### src/rtl/thermal_tx_pkg.sv
// Shared types and helpers for the thermal covert-channel transmitter.
// Symbol levels, frame state enum and the preamble pattern function.
package thermal_tx_pkg;

  typedef enum logic [1:0] {
    IDLE,
    PREAMBLE,
    DATA,
    GUARD
  } state_t;

  localparam logic SYM_HEAT = 1'b1;
  localparam logic SYM_COOL = 1'b0;

  function automatic logic preamble_bit(input logic [31:0] idx);
    return ~idx[0];
  endfunction

endpackage

### src/rtl/heater_bank.sv
// One Johnson-toggling heater bank; mon is the XOR of all its flops.
// The flops are kept from being optimised away and only reset by reset.
module heater_bank #(
  parameter int BANK_WIDTH = 75
) (
  input  logic clk,
  input  logic reset,
  input  logic run,
  output logic mon
);

  (* DONT_TOUCH = "true" *) logic [BANK_WIDTH-1:0] b;

  always_ff @(posedge clk or posedge reset) begin
    if (reset) begin
      b <= '1;
    end else if (run) begin
      b <= {b[BANK_WIDTH-2:0], ~b[BANK_WIDTH-1]};
    end
  end

  assign mon = ^b;

endmodule

### src/rtl/thermal_tx_modulator.sv
// Thermal covert-channel transmitter: preamble, MSB-first data, guard.
// Define THERMAL_MANCHESTER_EN for Manchester symbols instead of OOK.
module thermal_tx_modulator
  import thermal_tx_pkg::*;
#(
  parameter int NUM_BANKS     = 4,
  parameter int BANK_WIDTH    = 75,
  parameter int DATA_WIDTH    = 8,
  parameter int BIT_PERIOD    = 1000000,
  parameter int PREAMBLE_LEN  = 8,
  parameter int GUARD_SYMBOLS = 2
) (
  input  logic                  clk,
  input  logic                  reset,
  input  logic                  tx_valid,
  input  logic [DATA_WIDTH-1:0] tx_data,
  input  logic [NUM_BANKS-1:0]  bank_en,
  output logic                  tx_ready,
  output logic                  busy,
  output logic                  heat_on,
  output logic                  heat_mon,
  output logic [3:0]            led
);

  localparam int PW   = $clog2(BIT_PERIOD);
  localparam int BCW  = $clog2(DATA_WIDTH + 1);
  localparam int SMAX = (PREAMBLE_LEN > GUARD_SYMBOLS) ?
                        PREAMBLE_LEN : GUARD_SYMBOLS;
  localparam int SW   = $clog2(SMAX + 1);

  state_t                state, state_n;
  logic [PW-1:0]         per, per_n;
  logic [SW-1:0]         sym, sym_n;
  logic [BCW-1:0]        bits, bits_n;
  logic [DATA_WIDTH-1:0] data_q, data_n;
  logic [NUM_BANKS-1:0]  en_q, en_n;
  logic [NUM_BANKS-1:0]  mon;
  logic                  wrap;
  logic                  active;
  logic                  sym_lvl;

  assign wrap = (per == PW'(BIT_PERIOD - 1));

  always_ff @(posedge clk or posedge reset) begin
    if (reset) begin
      state  <= IDLE;
      per    <= '0;
      sym    <= '0;
      bits   <= '0;
      data_q <= '0;
      en_q   <= '0;
    end else begin
      state  <= state_n;
      per    <= per_n;
      sym    <= sym_n;
      bits   <= bits_n;
      data_q <= data_n;
      en_q   <= en_n;
    end
  end

  always_comb begin
    state_n = state;
    per_n   = per;
    sym_n   = sym;
    bits_n  = bits;
    data_n  = data_q;
    en_n    = en_q;
    if (state != IDLE) begin
      per_n = wrap ? '0 : per + 1'b1;
    end
    unique case (state)
      IDLE: begin
        if (tx_valid) begin
          state_n = PREAMBLE;
          per_n   = '0;
          sym_n   = '0;
          bits_n  = '0;
          data_n  = tx_data;
          en_n    = bank_en;
        end
      end
      PREAMBLE: begin
        if (wrap) begin
          if (sym == SW'(PREAMBLE_LEN - 1)) begin
            state_n = DATA;
            sym_n   = '0;
          end else begin
            sym_n = sym + 1'b1;
          end
        end
      end
      DATA: begin
        if (wrap) begin
          data_n = data_q << 1;
          bits_n = bits + 1'b1;
          if (bits == BCW'(DATA_WIDTH - 1)) begin
            state_n = GUARD;
            sym_n   = '0;
          end
        end
      end
      GUARD: begin
        if (wrap) begin
          if (sym == SW'(GUARD_SYMBOLS - 1)) begin
            state_n = IDLE;
          end else begin
            sym_n = sym + 1'b1;
          end
        end
      end
      default: state_n = IDLE;
    endcase
  end

  always_comb begin
    sym_lvl = SYM_COOL;
    unique case (state)
      PREAMBLE: sym_lvl = preamble_bit(32'(sym));
      DATA:     sym_lvl = data_q[DATA_WIDTH-1];
      default:  sym_lvl = SYM_COOL;
    endcase
  end

  assign active = (state == PREAMBLE) || (state == DATA);

`ifdef THERMAL_MANCHESTER_EN
  logic first_half;
  // 1 heats in the first half, 0 in the second; guard stays cold
  assign first_half = (per < PW'(BIT_PERIOD / 2));
  assign heat_on = active && (sym_lvl ? first_half : !first_half);
`else
  assign heat_on = active && sym_lvl;
`endif

  assign tx_ready = (state == IDLE);
  assign busy     = (state != IDLE);
  assign led      = {heat_on, busy, tx_ready, 1'b1};

  for (genvar i = 0; i < NUM_BANKS; i++) begin : g_bank
    heater_bank #(
      .BANK_WIDTH(BANK_WIDTH)
    ) u_bank (
      .clk  (clk),
      .reset(reset),
      .run  (heat_on && en_q[i]),
      .mon  (mon[i])
    );
  end

  assign heat_mon = ^mon;

endmodule

### config.mk
export PLATFORM = sky130hd
export DESIGN_NAME = thermal_tx_modulator
export DESIGN_NICKNAME = d
export VERILOG_FILES = /design/src/rtl/thermal_tx_pkg.sv /design/src/rtl/heater_bank.sv /design/src/rtl/thermal_tx_modulator.sv
export SDC_FILE = /design/constraint.sdc
export NUM_CORES = 1
export LEC_CHECK = 0
export CAP_MARGIN = 20
export CORE_UTILIZATION = 35
export DETAILED_ROUTE_END_ITERATION = 10
export PLACE_DENSITY_LB_ADDON = 0.3
export SETUP_SLACK_MARGIN = 0.02
export SLEW_MARGIN = 20
export SYNTH_ARGS = -nofsm -noshare
export SYNTH_HDL_FRONTEND = slang
export SYNTH_SLANG_ARGS = --single-unit
### constraint.sdc
create_clock -name clk -period 13 [get_ports clk]
set_input_delay 3.9 -clock clk [delete_from_list [all_inputs] [get_ports clk]]
set_output_delay 3.9 -clock clk [all_outputs]
set_load 0.01 [all_outputs]
Yosys cells after proc, flatten, opt, wreduce, memory -nomap -nowiden
Cells that the tools add are included.
- word-level logic and storage cells: 77
- register bits after elaboration: 342
- output and inout port bits: 8
- reductions and logical operators: 18
- eq/ne operators: 15
- $add $sub $neg: 3
- multiplexer cells: 26
- bitwise logic cells: 5
- operator list (operator ; number):
    parity 75 bit ; 4
    two-way mux 20 bit ; 4
    two-way mux 4 bit ; 8
    adder 20 x 1 -> 20 bit (second input constant) ; 1
    == test 20 bit (second input constant) ; 1
    two-way mux 8 bit ; 2
    inequality test 2 bit (second input constant) ; 8
    case mux 4 bit (4 select lines) ; 1
    case mux 8 bit (2 select lines) ; 1
    two-way mux 2 bit ; 7
    adder 4 x 1 -> 4 bit (second input constant) ; 2
    == test 4 x 3 -> 1 bit (second input constant) ; 2
    case mux 2 bit (4 select lines) ; 1
    case mux 4 bit (2 select lines) ; 1
    AND reduction 7 bit ; 1
    AND reduction 6 bit ; 1
    logical AND 1 bit ; 5
    NOT 1 bit ; 5
    == test 2 bit (second input constant) ; 2
    == test 4 x 1 -> 1 bit (second input constant) ; 1
    nonzero test 2 bit ; 2
    parity 4 bit ; 1
    AND reduction 3 bit ; 1
    == test 2 x 1 -> 1 bit (second input constant) ; 1
    4 further kinds ; 4

Depth between registers and ports, before layout
- word-level depth: 5
- depth in mapped cells: 9

By module
A second synthesis with hierarchy kept.
- cell total of the unflattened synthesis: 1203
- area total of the unflattened synthesis: 16610.9 µm²
- by module, submodules not included (module ; sequential area each (µm²) ; times used ; cells each ; area an instance (µm²)):
    heater_bank ; 1970.6 ; 4 ; 233 ; 3512.1
    thermal_tx_modulator ; 1051.0 ; 1 ; 271 ; 2562.5

Worst setup path before layout
OpenSTA, ideal clock, no wires.
- path kind: reg-to-output
- from: reg g_bank[3].u_bank.b[51]
- to: out heat_mon
- cell stages (with the launch flop): 8
- path slack: 6823 ps
- data arrival time: 2277 ps
- buffers on the path: 0
- path through: dfstp_2 > xor2_1 > xnor2_1 > xnor2_1 > xnor2_1 > xnor3_1 > xnor3_1 > xnor3_1
- word-level cells in the longest chain between the ends: 2
- ends and longest elaborated chain (what ; line ; source):
    start: declaration ; heater_bank.sv:12 ; (* DONT_TOUCH = "true" *) logic [BANK_WIDTH-1:0] b;
    start signal: assignment ; heater_bank.sv:18 ; b <= {b[BANK_WIDTH-2:0], ~b[BANK_WIDTH-1]};
    parity 75 bit ; heater_bank.sv:22 ; assign mon = ^b;
    parity 4 bit ; thermal_tx_modulator.sv:151 ; assign heat_mon = ^mon;
    end: declaration ; thermal_tx_modulator.sv:21 ; output logic heat_mon,
Every way passes these cells.

Worst setup path after layout
- from: reg g_bank[1].u_bank.b[15]
- to: out heat_mon
- word-level cells in the longest chain between the ends: 2
- ends and longest elaborated chain (what ; line):
    start: declaration ; heater_bank.sv:12
    start signal: assignment ; heater_bank.sv:18
    parity 75 bit ; heater_bank.sv:22
    parity 4 bit ; thermal_tx_modulator.sv:151
Every way passes these cells.

==> results.tsv <==
metric	value	unit
Clk pwr share	50.0	%
Worst-Skew Late Latency	0.55	ns
Top Family by Delay on Critical Path	XOR/XNOR gates	
WS Path Type	flop to primary output	
RR Endpoint	g_bank[0].u_bank.b[54]	
worst hold-check path type	flop to flop	
initial DRC count	363	
row cnt	78	
crit-path max cell delay	0.59	ns
DRC Markers	0	
grt ovf	0	
critical path depth	8	
die width	218	µm
Cell Area, Placed	17200	µm²
vias per cell	4.65	
R2R cell count	7	
Worst setup SP type	flop	
most common library cell in the layout ignoring fill and taps	mux2_2	
Synth Cell Area	16400	µm²
share of total power in sequential cells	48.7	%
HPWL after DPL	16.3	mm
share of the yosys chip area belonging to registers	54.6	%
number of max-cap violations	0	
CTS tree	done	
RSZ-0062 raised after global routing	false	
# resized after CTS	0	
fin. max-slew vios	0	
initial antenna violation count	0	
main flop type after synthesis	dfstp_2	
share of cells above drive strength 1	55.0	%
number of global-route vias before repair	8981	
Final Instance Area	18500	µm²
Final ANT Viol Nets	0	
cell-internal power	1.75	mW
clock buffer depth	3	
clock root cell	clkbuf_16	
number of flops mapped to enable cells by yosys	0	
Post-Place Worst Slack	5.80	ns
Crit path required time	9.10	ns
Ys Warns	0	
period utilization	59.2	%
IO Port Bufs	21	
Final Skew	0.0169	ns
worst slew pin tran	1.02	ns
largest net degree at the start of global routing	119	
most frequent cells in the layout	mux2_2 (302), dfstp_2 (300), xnor2_1 (253)	
flop2flop setup slack	9.93	ns
Yosys cell types	47	
wire per inst	14.4	µm
crit path buf inv count	1	
first-pass GRT wire length	45.6	mm
cells after synthesis	1186	
nets	1230	
Slew HR	31.8	%
worst path arrival time	3.79	ns
Worst R2R Start	state[0]	
Post-synth ARST share	100	%
Mapped Nets	1209	
CP startpoint	g_bank[1].u_bank.b[15]	
number of setup buffers added after CTS	0	
Switching Fraction	20.6	%
Worst-path clk slew	0.06	ns
setup TNS	0	ns
Final Wtd Congestion	0.732	
FMAX	130	MHz
maximum vdd drop	0.108	mV
Leak	7.52	nW
post-synthesis average cell area	13.8	µm²
Antenna diodes	0	
num ports	23	
worst-path fanout max	3	
vias	8539	
Crit-path slowest cell	clkdlybuf4s50_1	
Power Dens Cells	119	nW/µm²
CTS Buf Count	39	
switching power	0.454	mW
Area growth syn-to-layout	13.0	%
Final min period	7.69	ns
die height	218	µm
hold-fix buffers at CTS	0	
DR pass1 iterations	4	
status	completed	
all-layer global routing usage	11.7	%
DIE AREA	47600	µm²
crit-path cells	xor2_1, xnor2_1, xnor2_1, xnor2_1, xnor3_1, xnor3_1, xnor3_1, clkdlybuf4s50_1	
final WL	26.4	mm
final worst setup slack	5.31	ns
clock tree sinks	342	
Initial Util	35.7	%
Seq cells post-synth	342	
crit end category	primary output	
Finish-stage setup viols	0	
H-tree Lvls	2	
Core ar.	45800	µm²
number of hold violations in the final report	0	
Comb pwr share	1.4	%
worst setup path endpoint	heat_mon	
## layer usage
layer	track usage, %	vias to the layer above	part of all wire, %
met2	18.7	80	47
li1	-	4115	-
met5	0	-	0
met1	15.5	4294	47
met4	4.50	0	2.5
met3	2.34	50	3.4
## worst reg2reg max path, cell delays in order, from the launching register on
cell and delay (ns):
dfrtp_1 0.42, inv_1 0.10, ha_1 0.63, nand2_1 0.11, a21boi_1 0.37, buf_4 0.27, nand2_4 0.51, mux2_2 0.58
## power by group through the flow
stage / clock network, mW / logic, mW / registers, mW
finish: 1.10 / 0.0301 / 1.07
global route: 1.19 / 0.0356 / 1.07
CTS: 1.15 / 0.0322 / 1.07
detailed placement: 0 / 0.0320 / 1.09
global placement: 0 / 0.0318 / 1.09
floorplan: 0 / 0.0179 / 1.09
## stage by stage
step / utilization (%) / hold WS [ns] / power, mW / std cells
after floorplan: - / 0.437 / 1.10 / 1186
after global placement: 37.6 / 0.465 / 1.12 / 1766
after detailed placement: 37.6 / 0.472 / 1.12 / 1766
after CTS: 40.4 / 0.484 / 2.25 / 1835
after global routing: 40.4 / 0.507 / 2.30 / 1835
final: 40.4 / 0.480 / 2.20 / 1835
## layout make-up
type / count / area [µm²]
Fill cell: 4233 / 27300
Sequential cell: 342 / 8930
Multi-Input combinational cell: 788 / 7220
Clock buffer: 58 / 1150
Tap cell: 600 / 751
Timing Repair Buffer: 26 / 248
Clock inverter: 11 / 145
Inverter: 10 / 45.0
## worst min path at each step
stage                     cells after the start  slack (ns)      start        end
after detailed placement                      1        0.47    per[19]    per[19]
after global routing                          1        0.51     per[4]     per[4]
after floorplan                               1        0.44     per[4]     per[4]
final                                         1        0.48     per[4]     per[4]
after CTS                                     1        0.48     per[4]     per[4]
after global placement                        2        0.46  data_q[6]  data_q[6]
## sequential cells by signal, summed over array words and instances, names as in the netlist
name	count
bits	4
data_q	8
sym	4
state	2
en_q	4
per	20
g_bank.u_bank.b	300
## cell usage after synthesis (2+ instances only)
cell type	count	area [µm²]
clkbuf_1	40	150
and3_1	10	62.6
inv_1	10	37.5
dfstp_2	300	7880
nand2b_1	2	12.5
nor3_1	2	10.0
nor2_1	18	67.6
o31ai_1	10	75.1
buf_4	4	30.0
mux2i_1	7	70.1
mux2_2	302	3400
o21ai_0	39	195
xnor2_1	253	2220
o41ai_1	3	26.3
a22o_1	2	17.5
ha_1	8	100
and2_1	2	12.5
a21oi_1	8	40.0
nand2_1	42	158
nand4_1	2	12.5
xor2_1	36	315
a31oi_1	3	18.8
dfrtp_1	42	1050
xnor3_1	6	135
nand3_1	13	65.1
## cells by family (layout without fill, tap and decap cells)
logic type | Yosys count | in the layout | synth area share [%]
buf+inv | 56 | 105 | 1.42
mux | 309 | 309 | 21.2
flops | 342 | 342 | 54.6
fa+ha+maj | 8 | 8 | 0.612
compound gates | 73 | 73 | 2.74
other cells | 1 | 1 | 0.0229
xor+xnor | 295 | 295 | 16.3
simple gates | 102 | 102 | 3.07
No activity file was read; power rests on OpenSTA's default activity.
